[src/rtl/periplex_pkg.sv]
// ============================================================================
// periplex_pkg
// ----------------------------------------------------------------------------
// Definitions shared by the UART transmit path and the APB slave that feeds
// it.  Both sides agree on the FSM state encoding (so the slave can mirror or
// decode it) and on the meaning of the 2-bit byte-count code.
//
// Contents:
//   uart_state_t   - transmitter FSM states, fixed binary encoding
//   NBYTES_*       - byte-count codes carried on nbytes (value + 1 = bytes)
// ============================================================================
package periplex_pkg;

    typedef enum logic [1:0] {
        IDLE  = 2'b00,
        START = 2'b01,
        DATA  = 2'b10,
        STOP  = 2'b11
    } uart_state_t;

    localparam logic [1:0] NBYTES_1 = 2'b00;
    localparam logic [1:0] NBYTES_2 = 2'b01;
    localparam logic [1:0] NBYTES_3 = 2'b10;
    localparam logic [1:0] NBYTES_4 = 2'b11;

endpackage

[src/rtl/uart_baud_tick.sv]
// ============================================================================
// uart_baud_tick
// ----------------------------------------------------------------------------
// Bit-period timer for the UART transmitter.  While run is high the counter
// steps 0..CLKS_PER_BIT-1 and wraps; tick is high during the last count so
// the owner advances its bit position on the edge that wraps the counter.
// While run is low the counter is held at 0, so every new transfer starts on
// a clean bit boundary.
//
// Ports:
//   pclk     in   rising-edge clock
//   presetn  in   asynchronous active-low reset
//   run      in   enable; low clears the counter
//   tick     out  one-cycle pulse in the final cycle of each bit period
// ============================================================================
module uart_baud_tick #(
    parameter int unsigned CLKS_PER_BIT = 16
) (
    input  logic pclk,
    input  logic presetn,
    input  logic run,
    output logic tick
);

    localparam logic [15:0] LAST_COUNT = 16'(CLKS_PER_BIT - 1);

    logic [15:0] count;

    // Free-running bit timer, cleared whenever the transmitter is idle.
    always_ff @(posedge pclk or negedge presetn) begin
        if (!presetn) begin
            count <= '0;
        end else if (!run) begin
            count <= '0;
        end else if (count == LAST_COUNT) begin
            count <= '0;
        end else begin
            count <= count + 16'd1;
        end
    end

    assign tick = run && (count == LAST_COUNT);

endmodule

[src/rtl/uart_tx_serializer.sv]
// ============================================================================
// uart_tx_serializer
// ----------------------------------------------------------------------------
// Sends 1 to 4 bytes of a 32-bit word as back-to-back 8N1 UART frames, least
// significant byte first, each bit held CLKS_PER_BIT clocks.  A one-cycle dv
// strobe from the APB slave starts a transfer; dv is ignored while busy and
// in the first cycle after reset releases.
//
// Ports:
//   pclk     in   rising-edge clock
//   presetn  in   asynchronous active-low reset
//   dv       in   data-valid strobe, accepted only when idle
//   data_in  in   [31:0] word to send, captured with dv
//   nbytes   in   [1:0] byte-count code (00=1 .. 11=4), captured with dv
//   u_busy   out  high while a transfer is in progress
//   tx       out  serial line, idle high
//   done     out  one-cycle pulse after the last stop bit
// ============================================================================
module uart_tx_serializer
    import periplex_pkg::*;
#(
    parameter int unsigned CLKS_PER_BIT = 16
) (
    input  logic        pclk,
    input  logic        presetn,
    input  logic        dv,
    input  logic [31:0] data_in,
    input  logic [1:0]  nbytes,
    output logic        u_busy,
    output logic        tx,
    output logic        done
);

    uart_state_t state;
    uart_state_t next_state;

    logic [31:0] shift_reg;
    logic [1:0]  nbytes_q;
    logic [2:0]  bit_idx;
    logic [1:0]  byte_idx;
    logic        armed;
    logic        accept;
    logic        tick;
    logic        run;
    logic        last_byte;

    assign run       = (state != IDLE);
    assign last_byte = (byte_idx == nbytes_q);

    uart_baud_tick #(
        .CLKS_PER_BIT (CLKS_PER_BIT)
    ) u_baud (
        .pclk    (pclk),
        .presetn (presetn),
        .run     (run),
        .tick    (tick)
    );

    // State register.
    always_ff @(posedge pclk or negedge presetn) begin
        if (!presetn) begin
            state <= IDLE;
        end else begin
            state <= next_state;
        end
    end

    // Next-state and line outputs.  tx and u_busy are decoded from the
    // current state so they change on the same edge that changes state, and
    // an asynchronous reset returns tx high without waiting for a clock.
    always_comb begin
        next_state = state;
        tx         = 1'b1;
        u_busy     = 1'b1;
        accept     = 1'b0;
        case (state)
            IDLE: begin
                u_busy = 1'b0;
                if (dv && armed) begin
                    accept     = 1'b1;
                    next_state = START;
                end
            end
            START: begin
                tx = 1'b0;
                if (tick) begin
                    next_state = DATA;
                end
            end
            DATA: begin
                tx = shift_reg[0];
                if (tick && (bit_idx == 3'd7)) begin
                    next_state = STOP;
                end
            end
            STOP: begin
                if (tick) begin
                    next_state = last_byte ? IDLE : START;
                end
            end
            default: begin
                next_state = IDLE;
            end
        endcase
    end

    // Datapath.  The word is shifted right one bit per data bit, so after
    // eight shifts the next byte to send already sits in the low bits and
    // the following frame can start without any byte selection.  armed stays
    // low for the first clock after reset so a dv in that cycle is dropped.
    always_ff @(posedge pclk or negedge presetn) begin
        if (!presetn) begin
            shift_reg <= '0;
            nbytes_q  <= '0;
            bit_idx   <= '0;
            byte_idx  <= '0;
            armed     <= 1'b0;
            done      <= 1'b0;
        end else begin
            armed <= 1'b1;
            done  <= 1'b0;
            if (accept) begin
                shift_reg <= data_in;
                nbytes_q  <= nbytes;
                bit_idx   <= '0;
                byte_idx  <= '0;
            end
            if ((state == DATA) && tick) begin
                shift_reg <= {1'b0, shift_reg[31:1]};
                bit_idx   <= bit_idx + 3'd1;
            end
            if ((state == STOP) && tick) begin
                if (last_byte) begin
                    done <= 1'b1;
                end else begin
                    byte_idx <= byte_idx + 2'd1;
                end
            end
        end
    end

endmodule

[config.mk]
export PLATFORM = sky130hd
export DESIGN_NAME = uart_tx_serializer
export DESIGN_NICKNAME = d
export VERILOG_FILES = /design/src/rtl/periplex_pkg.sv /design/src/rtl/uart_baud_tick.sv /design/src/rtl/uart_tx_serializer.sv
export SDC_FILE = /design/constraint.sdc
export NUM_CORES = 1
export LEC_CHECK = 0
export ABC_AREA = 1
export CORE_MARGIN = 4
export CORE_UTILIZATION = 35
export DETAILED_ROUTE_END_ITERATION = 16
export GPL_ROUTABILITY_DRIVEN = 0
export HOLD_SLACK_MARGIN = 0.1
export PLACE_DENSITY = 0.63
export SETUP_SLACK_MARGIN = 0.5
export SLEW_MARGIN = 10
export SYNTH_ARGS = -nofsm -noshare
export SYNTH_HDL_FRONTEND = slang
export SYNTH_HIERARCHICAL = 1
export SYNTH_SLANG_ARGS = --single-unit
[constraint.sdc]
create_clock -name pclk -period 3.95 [get_ports pclk]
set_clock_uncertainty 0.15 [all_clocks]
set_input_delay 0.5925 -clock pclk [delete_from_list [all_inputs] [get_ports pclk]]
set_output_delay 0.5925 -clock pclk [all_outputs]
set_load 0.05 [all_outputs]
==> out/metrics.cfg, run 1 <==
[grt]
grt_max_degree=65
grt_pass1_wl_um=10700
grt_pass1_vias=2439
grt_usage_pct=12.6
grt_antenna_before_repair=0
overflow=0

[floorplan]
start_util_pct=36.1
dieArea_sq_um=10600
die_w_um=103
die_h_um=103
coreArea_sq_um=8760
ios=40
placementRows=34

[clocking]
cts_setup_buffers=0
clkTransAtPathRegs_ns=0.07
insertion_delay_ns=0.33
cts_htree_levels=3
clock-sinks=59
cts-root-buf=clkbuf_8
cts-buffers-inserted=9
cts_resized=0
cts_tree=built
holdBufCountCts=0
clockBufferDepth=2

[yosys]
ys_async_sr_fraction_pct=100
ys_seq_elements=59
synthesis.nets=450
ys_seq_area_share_pct=46.7
yosysWarnings=6
synth_top_flop_cell=dfrtp_1
netlist_area_sq_um=3160
synth-edff-count=0
avgSynthCellArea_sq_um=7.79
synth_cell_type_count=25
netlist_instances=406

[final_layout]
final_area_sq_um=3780
largest_register_ffs=32
final_common_cell=nand2_1
area_growth_pct=19.4
num_antenna_cells=0
drive_gt1_share_pct=10.7
mostFrequentLayoutCells=nand2_1 (117), dfrtp_1 (59), inv_1 (52), nor2_1 (44), clkdlybuf4s50_1 (38)
utilization_pct=43.1
fin_nets=487

[placement]
dpl.hpwl_um=4370
dp_slack_ns=1.13
place_area_sq_um=3580
port_buffers=39

[setup_path]
cp_max_fo=5
critPathKind=reg -> out
critPathRequiredTime_ns=3.21
cp-start-kind=register
end_kind=output port
cp_data_arrival_time_ns=2.15

[sta]
final.setup.worst_slack_ns=1.06
maxSlewViolCount=0
period_minus_slack_ns=2.89
period_share_pct=73.2
fmax_mhz=346
finalHoldViolCount=0
rsz0062_at_grt=no
setup_viol=0
worstMarginPinSlew_ns=0.966
relSlewSlack_pct=35.3
tns_ns=0

[route]
wl_met2_um=3120
vias=2550
met1_length_um=2820
drt_pass1_iterations=4
top_layer_used=met4
viasPerCell=4.59
drt_iter0_markers=140
wl_met3_um=196
drt-total-wl_um=6200
wl_per_cell_um=11.2
ant_nets=0
drcViolationCount=0

[pwr]
ir_worst_vdd_uv=152
p_leak_nw=1.86
fin_total_pwr_mw=1.22
cellPowerDensity_nw_per_um2=322

[run_status]
status=finished, final reports clean

[job]
cap_violations=0

[hold_path]
hp-class=in -> async

## final cells by class
type                       count  area [sq um]
clock buffer                  13           159
clock inverter                 2          35.0
fill                         901          4990
inverter                      54           203
multi-input combinational    278          1370
sequential                    59          1480
tap                          108           135
timing repair buffer          41           400
## worst paths after layout
check / cells past startpoint / start / endpoint / slack, ns
max: 4 / state[0] / tx / 1.06
min: 1 / presetn / shift_reg[15] / 0.25
max reg2reg: 10 / state[1] / shift_reg[0] / 1.14
min reg2reg: 1 / bit_idx[0] / bit_idx[0] / 0.35
max in group asynchronous: 2 / presetn / u_baud/count[10] / 2.60
min in group pclk: 1 / bit_idx[0] / bit_idx[0] / 0.35
## metrics by stage
step | cells | hold slack, ns
global placement | 540 | 0.335
CTS | 555 | 0.279
floorplan | 406 | 0.147
global route | 555 | 0.314
finish | 555 | 0.245
detailed placement | 540 | 0.339
## power by group
group          switching (mW)  internal (mW)
Combinational          0.0261         0.0402
Clock                   0.223          0.322
Sequential           0.000259          0.605
Total                   0.249          0.967
## kinds of logic (layout without fill, tap and decap cells)
| kind of cell | after synthesis | count (layout) | synth area share (%) |
|---|---|---|---|
| xor gates and xnor gates | 6 | 6 | 1.66 |
| and+or+nand+nor | 195 | 195 | 25.5 |
| buffers and inverters | 69 | 110 | 10.1 |
| other | 1 | 1 | 0.119 |
| DFF | 59 | 59 | 46.7 |
| AOI/OAI and AO/OA | 69 | 69 | 13.2 |
| adders and majority gates | 7 | 7 | 2.77 |
## routing by layer
metal	vias up	global-route usage, %
met5	-	0
met4	0	3.88
met3	4	4.06
met2	31	20.8
met1	1179	15.8
li1	1336	-
## synthesized netlist by cell type, types with 2 or more instances
| master | number | area (sq um) |
|---|---|---|
| dfrtp_1 | 59 | 1480 |
| nand3_1 | 11 | 55.1 |
| o21ai_0 | 25 | 125 |
| o21ai_2 | 19 | 166 |
| nor2_1 | 44 | 165 |
| ha_1 | 7 | 87.6 |
| nand4_1 | 6 | 37.5 |
| nor3_1 | 5 | 25.0 |
| nor2_2 | 4 | 25.0 |
| xor2_1 | 4 | 35.0 |
| inv_2 | 2 | 7.51 |
| nand2_2 | 5 | 31.3 |
| a21oi_1 | 3 | 15.0 |
| clkbuf_1 | 2 | 7.51 |
| buf_2 | 5 | 25.0 |
| nand2_1 | 117 | 439 |
| o21ai_1 | 22 | 110 |
| buf_6 | 7 | 78.8 |
| xnor2_1 | 2 | 17.5 |
| inv_1 | 52 | 195 |
## critical path: stages, from the launching register on
cell and delay (ns):
dfrtp_1 0.42, inv_1 0.09, ha_1 0.25, o21ai_0 0.21, clkdlybuf4s50_1 0.85
No activity file was read; power rests on OpenSTA's default activity.
==> run 2, diff against run 1 <==
--- a/config.mk
+++ b/config.mk
@@ -11,7 +11,7 @@
 export DETAILED_ROUTE_END_ITERATION = 16
 export GPL_ROUTABILITY_DRIVEN = 0
 export HOLD_SLACK_MARGIN = 0.1
-export PLACE_DENSITY = 0.63
+export PLACE_DENSITY = 0.65
 export SETUP_SLACK_MARGIN = 0.5
 export SLEW_MARGIN = 10
 export SYNTH_ARGS = -nofsm -noshare
==> constraint.sdc (replaced) <==
create_clock -name pclk -period 2.65 [get_ports pclk]
set_clock_uncertainty 0.15 [all_clocks]
set_input_delay 0.3975 -clock pclk [delete_from_list [all_inputs] [get_ports pclk]]
set_output_delay 0.3975 -clock pclk [all_outputs]
set_load 0.05 [all_outputs]
==> run 2 against run 1 <==
Compared with the run above:
- cell area is 5.3% higher
- hold slack improved by 0.032 ns
- largest power group unchanged
- via count up 3.3%
- first-iteration DRC count shrank 26%
==> out/metrics.cfg, run 2 (synthesis gave the netlist of run 1 again) <==
[setup_path]
cp-start-kind=register
cp_data_arrival_time_ns=1.52  ; -0.63 ns
end_kind=output port
cp_max_fo=5  ; unchanged
critPathRequiredTime_ns=2.10  ; -1.11 ns
critPathKind=reg -> out

[route]
wl_per_cell_um=11.9  ; +7.0%
drt-total-wl_um=6770  ; +9.3%
drcViolationCount=0  ; unchanged
drt_iter0_markers=103  ; -26%
drt_pass1_iterations=4  ; unchanged
ant_nets=0  ; unchanged
vias=2633  ; +3.3%
viasPerCell=4.64  ; +1.1%

[clocking]
clkTransAtPathRegs_ns=0.07  ; about the same
clock-sinks=59  ; unchanged
clockBufferDepth=2  ; unchanged
insertion_delay_ns=0.34  ; about the same
cts_htree_levels=3  ; unchanged
cts-buffers-inserted=9  ; unchanged
cts-root-buf=clkbuf_8
cts_tree=built

[final_layout]
final_common_cell=nand2_1
final_cell_count_no_fill=567  ; +2.2%
fin_nets=498  ; +2.3%
mostFrequentLayoutCells=nand2_1 (116), dfrtp_1 (59), inv_1 (49), nor2_1 (43), clkdlybuf4s50_1 (36)
area_growth_pct=25.8
num_antenna_cells=0  ; unchanged
drive_gt1_share_pct=15.3  ; +4.5 points
final_area_sq_um=3980  ; +5.3%
largest_register_ffs=32  ; unchanged

[floorplan]
coreArea_sq_um=8760  ; unchanged
die_w_um=103  ; unchanged
ios=40  ; unchanged
die_h_um=103  ; unchanged
dieArea_sq_um=10600  ; unchanged
placementRows=34  ; unchanged
start_util_pct=36.1  ; unchanged

[sta]
rsz0062_at_grt=yes
maxSlewViolCount=0  ; unchanged
finalHoldViolCount=0  ; unchanged
worstMarginPinSlew_ns=0.499  ; -0.467 ns
setup_viol=0  ; unchanged
fmax_mhz=483
relSlewSlack_pct=66.6  ; +31 points
tns_ns=0  ; unchanged
period_minus_slack_ns=2.07
period_share_pct=78.2

[grt]
grt_util_met2_pct=21.6  ; +0.84 points
grt_antenna_before_repair=0  ; unchanged
met3_usage_pct=2.71  ; -1.4 points
grt_pass1_vias=2434  ; -0.21%
grt_usage_pct=13.2  ; +0.54 points
gr-usage-met1_pct=16.5  ; +0.74 points
busiest_layer=met2
overflow=0  ; unchanged
grt_pass1_wl_um=11000  ; +2.9%
grt_max_degree=60  ; -7.7%

[pwr]
cellPowerDensity_nw_per_um2=433  ; +35%
p_leak_nw=1.93  ; +4.0%
ir_worst_vdd_uv=278  ; +84%

[hold_path]
hp-class=in -> async

[run_status]
status=finished, final reports clean

[job]
cap_violations=0  ; unchanged

[placement]
dp_cells=543  ; +0.56%
port_buffers=39  ; unchanged
dpl.hpwl_um=4460  ; +2.1%
place_area_sq_um=3640  ; +1.6%

==> run 2: cell count changes in the layout (fill, tap and decap cells not counted), sizes merged <==
| cell | before | now |
|---|---|---|
| clkinvlp | 0 | 1 |
| dlygate4sd3 | 0 | 1 |
| buf | 3 | 13 |
| inv | 54 | 53 |
| clkdlybuf4s50 | 38 | 36 |
| clkinv | 1 | 5 |
| bufinv | 1 | 0 |
==> run 2: timing repair <==
| item | CTS | global route |
|---|---|---|
| gates cloned | 1 | 2 |
| endpoints found under the setup margin | 18 | 38 |
| endpoints found under the hold margin | 29 | 0 |
| pin swaps | 0 | 3 |
| buffers inserted | 1 | 3 |
| hold buffers | 1 | 0 |
| gates resized for setup | 12 | 14 |
==> run 2: power breakdown <==
group / switching (mW) / total [mW] / internal (mW)
Clock: 0.361 / 0.721 / 0.360
Combinational: 0.0397 / 0.102 / 0.0621
Sequential: 0.000340 / 0.902 / 0.901
Total: 0.401 / 1.72 / 1.32
==> run 2: layout make-up <==
| cell class | instances | area (sq um) |
|---|---|---|
| Clock inverter | 5 | 28.8 |
| Sequential cell | 59 | 1480 |
| Multi-Input combinational cell | 278 | 1420 |
| Timing Repair Buffer | 52 | 562 |
| Fill cell | 882 | 4790 |
| Inverter | 54 | 211 |
| Clock buffer | 11 | 141 |
| Tap cell | 108 | 135 |
==> run 2: worst max-delay path, stage by stage (launching register included) <==
cell	delay [ns]
dfrtp_1	0.43
inv_1	0.14
ha_2	0.26
nand2_1	0.07
o21ai_1	0.10
buf_6	0.18
==> run 2: final timing paths <==
path,start,to,slack (ns),cells after the start
setup / recovery,state[0],tx,0.58,5
hold reg to reg,bit_idx[0],bit_idx[0],0.36,1
min in group pclk,bit_idx[0],bit_idx[0],0.36,1
hold / removal,presetn,shift_reg[15],0.28,2
max in group asynchronous,presetn,u_baud/count[11],1.42,3
setup reg to reg,u_baud/count[1],shift_reg[0],0.65,10
==> run 2: through the flow <==
stage	total power [mW]	worst slack [ns]	hold slack [ns]	utilization, %
2_1_floorplan	0.944	0.522	-0.0481	-
3_3_place_gp	1.02	0.411	0.102	41.5
3_5_place_dp	1.02	0.356	0.105	41.5
4_1_cts	1.75	0.490	0.272	44.0
5_1_grt	1.80	0.478	0.294	45.4
6_report	1.72	0.578	0.277	45.4
==> run 2: metal layers <==
metal  vias up  share of wire, %
met1      1228                45
met5         -                 0
met3        10               2.2
met2        28                50
li1       1367                 -
met4         0               2.1
==> run 3, diff against run 2 <==
--- a/config.mk
+++ b/config.mk
@@ -11,7 +11,7 @@
 export DETAILED_ROUTE_END_ITERATION = 16
 export GPL_ROUTABILITY_DRIVEN = 0
 export HOLD_SLACK_MARGIN = 0.1
-export PLACE_DENSITY = 0.65
+export PLACE_DENSITY = 0.63
 export SETUP_SLACK_MARGIN = 0.5
 export SLEW_MARGIN = 10
 export SYNTH_ARGS = -nofsm -noshare
==> constraint.sdc (replaced) <==
create_clock -name pclk -period 2.1 [get_ports pclk]
set_clock_uncertainty 0.15 [all_clocks]
set_input_delay 0.315 -clock pclk [delete_from_list [all_inputs] [get_ports pclk]]
set_output_delay 0.315 -clock pclk [all_outputs]
set_load 0.05 [all_outputs]
==> run 3 against run 2 <==
Compared with the run above:
- global-route usage rose by 1.3 points
- clock power increased by 50%
- hold slack improved by 0.072 ns
- cell area increased by 16%
- via count rose by 9.7%
- non-clock buffer count up 25
- worst setup slack worse by 0.39 ns
- routed wire length grew 19%
- sequential share of layout area down 5.2 points
- critical path type is now reg -> reg
- largest cell class is now multi-input combinational cells
==> out/metrics.cfg, run 3 (synthesis gave the netlist of run 1 again) <==
[run_status]
status=finished, final reports clean

[route]
wl_per_cell_um=13.6  ; +14%
drcViolationCount=0  ; unchanged
drt_pass1_iterations=4  ; unchanged
viasPerCell=4.88  ; +5.1%
drt-total-wl_um=8040  ; +19%
vias=2889  ; +9.7%
drt_iter0_markers=142  ; +38%
ant_nets=0  ; unchanged

[clocking]
cts_tree=built
clock-sinks=59  ; unchanged
clockBufferDepth=2  ; unchanged
cts_htree_levels=3  ; unchanged
cts-root-buf=clkbuf_8
cts-buffers-inserted=9  ; unchanged
insertion_delay_ns=0.34  ; about the same
clkTransAtPathRegs_ns=0.07  ; about the same

[pwr]
p_leak_nw=2.20  ; +14%
p_sw_share_pct=20.8  ; -2.5 points
ir_worst_vdd_uv=286  ; +2.9%
cellPowerDensity_nw_per_um2=510  ; +18%
p_int_mw=1.87  ; +41%
power_frac_clock_pct=45.9  ; +4.1 points
combPwrFrac_pct=5.9  ; about the same
p_sw_mw=0.490  ; +22%
p_seq_share_pct=48.3  ; -4.0 points

[floorplan]
die_h_um=103  ; unchanged
ios=40  ; unchanged
die_w_um=103  ; unchanged
coreArea_sq_um=8760  ; unchanged
placementRows=34  ; unchanged
dieArea_sq_um=10600  ; unchanged
start_util_pct=36.1  ; unchanged

[setup_path]
cp_data_arrival_time_ns=2.01  ; +0.49 ns
end_kind=register
crit_slowest_cell=dfrtp_1
reg2reg_depth=10  ; unchanged
reg2reg_slack_ns=0.19  ; -0.46 ns
worstPathCellList=nor2_1, nand3_1, nor2_2, nand2_2, nor2_4, nand2_8, buf_16, o21ai_1, nand2_1, o21ai_1
cp_max_fo=16  ; +11
cp-start-kind=register
cpPeakStageDelay_ns=0.42  ; about the same
cp_common_cell=o21ai_1
critPathKind=reg -> reg
critPathRequiredTime_ns=2.20  ; +0.10 ns

[final_layout]
drive_gt1_share_pct=29.1  ; +14 points
final_common_cell=nand2_1
final_cell_count_no_fill=592  ; +4.4%
fin_nets=523  ; +5.0%
largest_register_ffs=32  ; unchanged
area_growth_pct=46.4
num_antenna_cells=0  ; unchanged
fillers=787  ; -11%
mostFrequentLayoutCells=nand2_1 (93), dfrtp_1 (59), inv_1 (46), o21ai_1 (38), nor2_1 (36)

[grt]
overflow=0  ; unchanged
grt_pass1_vias=2622  ; +7.7%
grt_antenna_before_repair=0  ; unchanged
grt_max_degree=60  ; unchanged
grt_pass1_wl_um=12000  ; +9.1%
grt_usage_pct=14.5  ; +1.3 points

[job]
cap_violations=0  ; unchanged

[placement]
dpl.hpwl_um=4310  ; -3.4%
port_buffers=39  ; unchanged
dp_cells=548  ; +0.92%

[sta]
setup_viol=0  ; unchanged
fmax_mhz=524
maxSlewViolCount=0  ; unchanged
holdWs_ns=0.349  ; +0.0717 ns
finalHoldViolCount=0  ; unchanged
period_minus_slack_ns=1.91
rsz0062_at_grt=yes
period_share_pct=90.8
tns_ns=0  ; unchanged

[hold_path]
hp-class=in -> async

-- run 3: cell count changes in the layout (fill, tap and decap cells not counted), sizes merged --
cell	previous run	this run
clkdlybuf4s50	36	35
buf	13	37
inv	53	52
clkbuf	13	18
bufinv	0	1
clkdlybuf4s15	0	1
clkinv	5	1
-- run 3: final cells by class --
type,count,area (sq um),area share (%)
well taps,108,135,2.92
repair buffers,77,953,20.6
multi-input cells,278,1630,35.3
flip-flops and latches,59,1480,31.9
clock inverters,1,30.0,0.649
inverters,54,224,4.84
clock buffers,15,176,3.81
-- run 3: final timing paths --
| check | startpoint | endpoint |
|---|---|---|
| worst max-delay path | u_baud/count[8] | shift_reg[26] |
| worst max register to register | u_baud/count[8] | shift_reg[26] |
| min in group pclk | shift_reg[21] | shift_reg[21] |
| worst min register to register | shift_reg[21] | shift_reg[21] |
| worst min-delay path | presetn | shift_reg[15] |
| max in group asynchronous | presetn | done |
-- run 3: routing by layer --
| metal | wire (um) | global-route usage [%] | up-vias | part of all wire [%] |
|---|---|---|---|---|
| met4 | 208 | 6.37 | 0 | 2.6 |
| met5 | 0 | 0 | - | 0 |
| li1 | - | - | 1425 | - |
| met2 | 4030 | 22.9 | 66 | 50 |
| met1 | 3460 | 18.7 | 1378 | 43 |
| met3 | 338 | 3.59 | 20 | 4.2 |
-- run 3: power by group through the flow --
stage	logic (mW)	clock network (mW)	registers (mW)
after floorplan	0.0333	0	1.16
after global placement	0.133	0	1.16
after detailed placement	0.133	0	1.16
after CTS	0.136	1.10	1.14
after global routing	0.152	1.17	1.14
final	0.138	1.08	1.14
-- run 3: timing repair --
| item | CTS | global route |
|---|---|---|
| gates resized for setup | 42 | 47 |
| setup buffers | 10 | 7 |
| pin swaps | 12 | 13 |
| gates cloned | 7 | 3 |
| hold buffers | 1 | 0 |
| endpoints found under the hold margin | 59 | 0 |
| setup endpoints to repair | 42 | 56 |
-- run 3: stage by stage --
step | worst slack, ns | power, mW | util (%) | cell area, sq um
2_1_floorplan | 0.0536 | 1.19 | - | 3220
3_3_place_gp | 0.126 | 1.29 | 42.7 | 3740
3_5_place_dp | 0.0657 | 1.29 | 42.7 | 3740
4_1_cts | 0.223 | 2.38 | 49.3 | 4320
5_1_grt | 0.0691 | 2.46 | 52.8 | 4630
6_report | 0.193 | 2.36 | 52.8 | 4630
-- run 3: worst max-delay path, delay by kind of cell, from the launching register on --
kind                   cells  cell delay, ns
DFF                        1            0.42
buffers and inverters      1            0.21
AOI/OAI and AO/OA          2            0.23
and+or+nand+nor            7            0.82
